--- config.mk ---
export PLATFORM = sky130hd
export DESIGN_NAME = sissue_ctrl
export DESIGN_NICKNAME = d
export VERILOG_FILES = /design/src/rtl/sissue_pkg.sv /design/src/rtl/sscoreboard.sv /design/src/rtl/sissue_ctrl.sv
export SDC_FILE = /design/constraint.sdc
export NUM_CORES = 1
export LEC_CHECK = 0
export CORE_MARGIN = 2
export CORE_UTILIZATION = 41
export CTS_BUF_LIST = sky130_fd_sc_hd__clkbuf_8
export DETAILED_ROUTE_END_ITERATION = 8
export PLACE_DENSITY = 0.66
export SLEW_MARGIN = 20
export SYNTH_ARGS = -nofsm -noshare
export SYNTH_HDL_FRONTEND = slang
export SYNTH_SLANG_ARGS = --single-unit
--- constraint.sdc ---
create_clock -name clk -period 4.4 [get_ports clk]
set_input_delay 0.88 -clock clk [delete_from_list [all_inputs] [get_ports clk]]
set_output_delay 0.88 -clock clk [all_outputs]
set_load 0.03 [all_outputs]
--- src/rtl/sissue_pkg.sv ---
// Shared types for the scalar issue controller: FSM states, held packet,
// register-file constants and the operand hazard check.
package sissue_pkg;

  localparam int NUM_REGS  = 32;
  localparam int REG_AW    = 5;
  localparam int PKT_IMM_W = 32;
  localparam logic [REG_AW-1:0] REG_X0 = '0;

  typedef enum logic [1:0] {
    EMPTY = 2'd0,
    HOLD  = 2'd1,
    STALL = 2'd2
  } issue_state_e;

  typedef struct packed {
    logic [REG_AW-1:0]    rs1;
    logic [REG_AW-1:0]    rs2;
    logic [REG_AW-1:0]    rd;
    logic                 uses_rs1;
    logic                 uses_rs2;
    logic                 reg_write_en;
    logic [3:0]           alu_op;
    logic [PKT_IMM_W-1:0] imm;
  } issue_pkt_t;

  // RAW on either source or WAW on the destination; x0 never conflicts.
  function automatic logic reg_hazard(
    input logic                u1,
    input logic [REG_AW-1:0]   rs1,
    input logic                u2,
    input logic [REG_AW-1:0]   rs2,
    input logic                we,
    input logic [REG_AW-1:0]   rd,
    input logic [NUM_REGS-1:0] busy
  );
    return (u1 && rs1 != REG_X0 && busy[rs1]) ||
           (u2 && rs2 != REG_X0 && busy[rs2]) ||
           (we && rd  != REG_X0 && busy[rd]);
  endfunction

endpackage

--- src/rtl/sscoreboard.sv ---
// Pending-write scoreboard: one busy bit per architectural register.
// A set and a clear of the same register in one cycle leaves it busy;
// x0 is never marked busy.
module sscoreboard
  import sissue_pkg::*;
(
  input  logic                clk,
  input  logic                rst_n,
  input  logic                set_en,
  input  logic [REG_AW-1:0]   set_rd,
  input  logic                clr_en,
  input  logic [REG_AW-1:0]   clr_rd,
  output logic [NUM_REGS-1:0] busy,
  output logic [NUM_REGS-1:0] busy_nxt
);

  // Next busy vector: clear first so a same-register set overrides it.
  always_comb begin
    busy_nxt = busy;
    if (clr_en) busy_nxt[clr_rd] = 1'b0;
    if (set_en) busy_nxt[set_rd] = 1'b1;
    busy_nxt[REG_X0] = 1'b0;
  end

  // Busy register, lost immediately on reset.
  always_ff @(posedge clk or negedge rst_n) begin
    if (!rst_n) busy <= '0;
    else        busy <= busy_nxt;
  end

endmodule

--- src/rtl/sissue_ctrl.sv ---
// Scoreboarded single-entry issue controller between decode and execute.
// Holds one instruction and issues it once no source/destination register
// has a write in flight. Optional macro SISSUE_WB_BYPASS_EN lets a
// same-cycle writeback release a dependent instruction.
module sissue_ctrl
  import sissue_pkg::*;
#(
  parameter int DATA_WIDTH  = 32,
  parameter int STALL_CNT_W = 16
) (
  input  logic                   clk,
  input  logic                   rst_n,
  input  logic                   in_valid_i,
  output logic                   in_ready_o,
  input  logic [REG_AW-1:0]      in_rs1_i,
  input  logic [REG_AW-1:0]      in_rs2_i,
  input  logic [REG_AW-1:0]      in_rd_i,
  input  logic                   in_uses_rs1_i,
  input  logic                   in_uses_rs2_i,
  input  logic                   in_reg_write_en_i,
  input  logic [3:0]             in_alu_op_i,
  input  logic [DATA_WIDTH-1:0]  in_imm_i,
  output logic                   iss_valid_o,
  input  logic                   iss_ready_i,
  output logic [REG_AW-1:0]      iss_rs1_o,
  output logic [REG_AW-1:0]      iss_rs2_o,
  output logic [REG_AW-1:0]      iss_rd_o,
  output logic                   iss_reg_write_en_o,
  output logic [3:0]             iss_alu_op_o,
  output logic [DATA_WIDTH-1:0]  iss_imm_o,
  input  logic                   wb_valid_i,
  input  logic [REG_AW-1:0]      wb_rd_i,
  input  logic                   flush_i,
  output logic [NUM_REGS-1:0]    busy_o,
  output logic [STALL_CNT_W-1:0] stall_cycles_o
);

  issue_state_e          state_q, state_d;
  issue_pkt_t            pkt_q, in_pkt;
  logic [NUM_REGS-1:0]   busy, busy_nxt, busy_eff;
  logic                  hold_valid, hazard, issue_fire, accept, set_en;
  logic [STALL_CNT_W-1:0] stall_q;

  assign in_pkt = '{rs1: in_rs1_i, rs2: in_rs2_i, rd: in_rd_i,
                    uses_rs1: in_uses_rs1_i, uses_rs2: in_uses_rs2_i,
                    reg_write_en: in_reg_write_en_i, alu_op: in_alu_op_i,
                    imm: PKT_IMM_W'(in_imm_i)};

`ifdef SISSUE_WB_BYPASS_EN
  // A retiring write frees its register for issue in the same cycle.
  always_comb begin
    busy_eff = busy;
    if (wb_valid_i) busy_eff[wb_rd_i] = 1'b0;
  end
`else
  // No wb-to-issue combinational path: wait for the registered clear.
  assign busy_eff = busy;
`endif

  assign hold_valid = (state_q != EMPTY);
  assign hazard     = hold_valid &&
                      reg_hazard(pkt_q.uses_rs1, pkt_q.rs1, pkt_q.uses_rs2, pkt_q.rs2,
                                 pkt_q.reg_write_en, pkt_q.rd, busy_eff);
  assign iss_valid_o = hold_valid && !hazard && !flush_i;
  assign issue_fire  = iss_valid_o && iss_ready_i;
  assign in_ready_o  = !flush_i && (!hold_valid || issue_fire);
  assign accept      = in_valid_i && in_ready_o;
  assign set_en      = issue_fire && pkt_q.reg_write_en && (pkt_q.rd != REG_X0);

  sscoreboard u_sb (
    .clk      (clk),
    .rst_n    (rst_n),
    .set_en   (set_en),
    .set_rd   (pkt_q.rd),
    .clr_en   (wb_valid_i),
    .clr_rd   (wb_rd_i),
    .busy     (busy),
    .busy_nxt (busy_nxt)
  );

  // Next state: label the held instruction against next cycle's scoreboard.
  always_comb begin
    state_d = state_q;
    if (flush_i)
      state_d = EMPTY;
    else if (accept)
      state_d = reg_hazard(in_pkt.uses_rs1, in_pkt.rs1, in_pkt.uses_rs2, in_pkt.rs2,
                           in_pkt.reg_write_en, in_pkt.rd, busy_nxt) ? STALL : HOLD;
    else if (issue_fire)
      state_d = EMPTY;
    else if (hold_valid)
      state_d = reg_hazard(pkt_q.uses_rs1, pkt_q.rs1, pkt_q.uses_rs2, pkt_q.rs2,
                           pkt_q.reg_write_en, pkt_q.rd, busy_nxt) ? STALL : HOLD;
  end

  // State register.
  always_ff @(posedge clk or negedge rst_n) begin
    if (!rst_n) state_q <= EMPTY;
    else        state_q <= state_d;
  end

  // Payload register: only loads on accept, so it is stable while offered.
  always_ff @(posedge clk or negedge rst_n) begin
    if (!rst_n)      pkt_q <= '0;
    else if (accept) pkt_q <= in_pkt;
  end

  // Saturating count of cycles with a held instruction blocked by a hazard.
  always_ff @(posedge clk or negedge rst_n) begin
    if (!rst_n)                        stall_q <= '0;
    else if (hazard && stall_q != '1)  stall_q <= stall_q + 1'b1;
  end

  assign iss_rs1_o          = pkt_q.rs1;
  assign iss_rs2_o          = pkt_q.rs2;
  assign iss_rd_o           = pkt_q.rd;
  assign iss_reg_write_en_o = pkt_q.reg_write_en;
  assign iss_alu_op_o       = pkt_q.alu_op;
  assign iss_imm_o          = DATA_WIDTH'(pkt_q.imm);
  assign busy_o             = busy;
  assign stall_cycles_o     = stall_q;

endmodule

==> summary.md <==
Number of warnings issued by yosys: 0. Summed over all cells, the static leakage comes to 4.335 nW. The flow ran to the end, and the final reports show no timing, DRC or antenna violations. The total CTS buffers came out at 9. The worst setup path is launched from a flip-flop. The area growth from synthesis to final layout is 33.33%. The tools report the count of pins over their slew limit as 0.

In this run the worst hold path is classified as reg2reg. After clock tree synthesis, the clock-pin slew on the worst setup and hold paths is 0.12 ns. The tools report the deepest clock path buffer count as 2.

TritonCTS built the clock tree. The run gives 0 as the cts-stage hold buffer count. The initial core utilization is 0.4209. The cell type of the slowest stage on the worst timing path is a31oi_1. The final critical-path share of the clock period is 0.9625. The most numerous cell type found on the critical path is buf_4.

The total number of nets in the final design is 1145. Combinational share of power: 0.673. The count of cells in the finished layout, fillers not included, comes to 1344. The relative slew slack is 0.3933.

In this design, the stage delay of the slowest critical-path cell is 0.63 ns. Die area: 0.02046 mm². The chip height works out to 143.0 µm. For the part of the total power dissipated in the clock network, the log shows 0.083. The total routing usage reported by global routing is 0.3442, and the global routing met3 resource utilization is 0.08082.

0 antenna diodes ended up in the layout. The clock net in this run drives a total of 103 sinks. The highest fanout seen on the critical path was 9; the count of unresolved DRC violations after routing was 0. The cell sitting at the root of the clock tree is a clkbuf_8.

The per-instance average area after synthesis is 9.120 µm², and the power consumption is 7.234 mW. For this design the top-level I/O count stands at 167. Based on the critical path, the design can be clocked at up to 0.2361 GHz. Once detail routing completed, the nets flagged for antenna violations numbered 0.

The count of buffers from port buffering was 165; the endpoint required time on the critical path was 4.71 ns. The mapped netlist covers 0.007925 mm². Largest net degree at the start of global routing: 65. The detailed-route via count is 8427, and the mean routed wirelength per cell is 26.00 µm. The routing layer with the top usage in global route was met2. The final instance area is 0.01057 mm², and the post-DP HPWL is 26.96 mm. The hold slack came out at 0.5049 ns. The max capacitance violation total is 0, and the met1 track demand over resource is 0.4573.

Wires add up to 34.94 mm. The most used flip-flop cell after synthesis is dfrtp_1. The critical path class is reg2reg. For this design the ratio of total power to cell area is 684.6 mW/mm². Walking the worst path, the cells encountered are clkbuf_2, inv_1, mux2i_1, a221oi_1, o21bai_2, buf_4, buf_4, a31oi_1, buf_4, mux2i_1, a2111oi_0, a31oi_1, o311ai_1, nand2_1, o22a_1, and3_1. After technology mapping, the gate count stands at 869.

Yosys mapped the design onto 87 distinct sky130hd cell types. For the pin with the worst max-slew slack, the measured transition is 0.9100 ns. The total area inside the core boundary comes to 0.01883 mm².

Met2 track utilization from global routing: 0.5268. Measured along the x axis, the die boundary spans 143.0 µm. Dividing the detail-routed via count by the number of cells gives 6.270. The first global-routing pass estimated 51.58 mm of wire. The worst path arrival time is 4.55 ns, and the placed cell count is 1323. The number of storage elements in the synthesis netlist was 103. The pre-antenna-repair detailed-routing pass consisted of 5 iterations.

Subtracting the final worst setup slack from the clock period gives 4.235 ns. The H-tree was split into 3 levels. The number of synthesized flops with an enable pin is 0, and the via count of the first global-routing pass is 8098. The tools report the kind of capture point of the worst setup path as a flip-flop. Once placement finished, the instance area stood at 0.01033 mm².

The tools report the setup TNS as 0 ns. Setup repair after global routing left no endpoint under its margin. The final number of setup-violating endpoints is 0, and the starting DRC count in detailed routing is 1072. Largest voltage drop on the vdd net: 0.4294 mV.

The weighted congestion at the end of routability-driven global placement was 1.133; the net switching share of the total power was 0.5070. For this design the total switching power over the nets is 3.667 mW. The design internal power came out at 3.567 mW. Leaving out fill and tap cells, the most frequent cell in the layout is clkdlybuf4s50_1. The final number of hold-violating endpoints came out at 0.

The number of antenna violations at the first check in global routing is 0, and the share of layout cells above drive strength 1 is 0.2500. The async set-or-reset flop fraction in the synthesized netlist came out at 1.000. The floorplan has 50 rows.

The top cell types in the final layout, fill and taps aside, are 162 x clkdlybuf4s50_1, 147 x buf_4, 98 x dfrtp_1. The later pin in the worst-skew pair is clocked with a latency of 0.42 ns. The tools report the proportion of synthesized chip area in sequential cells as 0.3252. The total overflow left after global routing is 0. The clock arrives with 0.02007 ns of skew. The logs give 0.244 for the part of the power in registers and 935 for the total nets after synthesis.
[worst paths after layout]
kind                                          from                  to  slack [ns]  depth (start not counted)
worst max-delay path                  iss_rs2_o[0]          state_q[1]        0.17                         16
worst min register to register  stall_cycles_o[14]  stall_cycles_o[14]        0.50                          1
worst max register to register        iss_rs2_o[0]          state_q[1]        0.17                         16
worst min-delay path            stall_cycles_o[14]  stall_cycles_o[14]        0.50                          1
min in group asynchronous                    rst_n       u_sb.busy[25]        0.53                          1
max in group asynchronous                    rst_n        iss_rs1_o[2]        2.97                          2
[cells by family after synthesis]
kind of cell,Yosys count,synth area share
mux,97,0.1675
compound gates,215,0.1929
buf+inv,147,0.1006
fa+ha+maj,1,0.001579
xor+xnor,15,0.01658
flops,103,0.3252
simple gates,290,0.1951
other cells,1,0.0004732
[worst max-delay path, delay by kind of cell, from the launching register on]
| kind | cells | cell delay, ns |
|---|---|---|
| AND/OR/NAND/NOR | 2 | 0.26 |
| AO/OA/AOI/OAI | 7 | 2.14 |
| buffers and inverters | 5 | 1.00 |
| flip-flops | 1 | 0.50 |
| multiplexers | 2 | 0.21 |
[power groups by stage]
stage	Sequential [mW]	Combinational, mW	Clock [mW]
global placement	1.77	4.74	0
global route	1.81	5.07	0.644
CTS	1.76	4.73	0.612
detailed placement	1.78	4.69	0
finish	1.77	4.87	0.599
floorplan	1.69	2.90	0
[registers in the layout, indices dropped and copies added, names as in the netlist]
| signal | flops |
|---|---|
| pkt_q | 2 |
| iss_alu_op_o | 4 |
| state_q | 2 |
| iss_imm_o | 32 |
| iss_rd_o | 5 |
| u_sb.busy | 31 |
| stall_cycles_o | 16 |
| iss_rs2_o | 5 |
| iss_rs1_o | 5 |
| iss_reg_write_en_o | 1 |
[layout make-up]
| type | instances | area (µm²) |
|---|---|---|
| repair buffers | 313 | 2790 |
| flip-flops and latches | 103 | 2584 |
| inverters | 33 | 123.9 |
| clock inverters | 7 | 55.05 |
| multi-input cells | 619 | 4564 |
| fillers | 1757 | 8264 |
| well taps | 260 | 325.3 |
| clock buffers | 9 | 123.9 |
[per-layer routing]
metal,vias up,share of wire
met5,-,0
met1,4097,0.40
met2,575,0.44
li1,3647,-
met3,108,0.10
met4,0,0.054
[timing repair]
item                       CTS  global route
setup endpoints to repair    1             3
cloned                       0             0
pin swaps                    0             3
setup buffers                0             5
gates resized for setup      1            10
[cells in the mapped netlist, types with 6 or more instances]
master	instances	area share
dfrtp_1	103	0.33
nand2_1	68	0.032
buf_4	55	0.052
mux2_2	55	0.078
nor2_1	51	0.024
o21ai_0	50	0.032
clkbuf_1	43	0.020
nand3_1	40	0.025
inv_1	27	0.013
mux4_2	23	0.065
a31oi_1	20	0.016
o211ai_1	20	0.019
mux2i_1	19	0.024
nor4_1	17	0.013
nor3_1	14	0.0088
buf_2	13	0.0082
nand4_1	13	0.010
a21oi_1	12	0.0076
xnor2_1	12	0.013
o21a_1	10	0.0095
or3_1	10	0.0079
nand3b_1	9	0.0085
nor2b_1	9	0.0071
a311oi_1	8	0.0088
nand2b_1	8	0.0063
o21ai_1	8	0.0051
o31a_1	8	0.0088
and2_1	7	0.0055
and3_1	7	0.0055
o2111ai_1	7	0.0077
clkinv_1	6	0.0028
nand4b_1	6	0.0066
[metrics by stage]
| stage | setup slack [ns] | util |
|---|---|---|
| floorplan | 0.6229 | - |
| global placement | -0.06582 | 0.5488 |
| detailed placement | -0.1729 | 0.5488 |
| CTS | 0.003335 | 0.5587 |
| global route | 0.03455 | 0.5611 |
| finish | 0.1652 | 0.5611 |
Note: power is estimated with default switching activity, not from simulation.
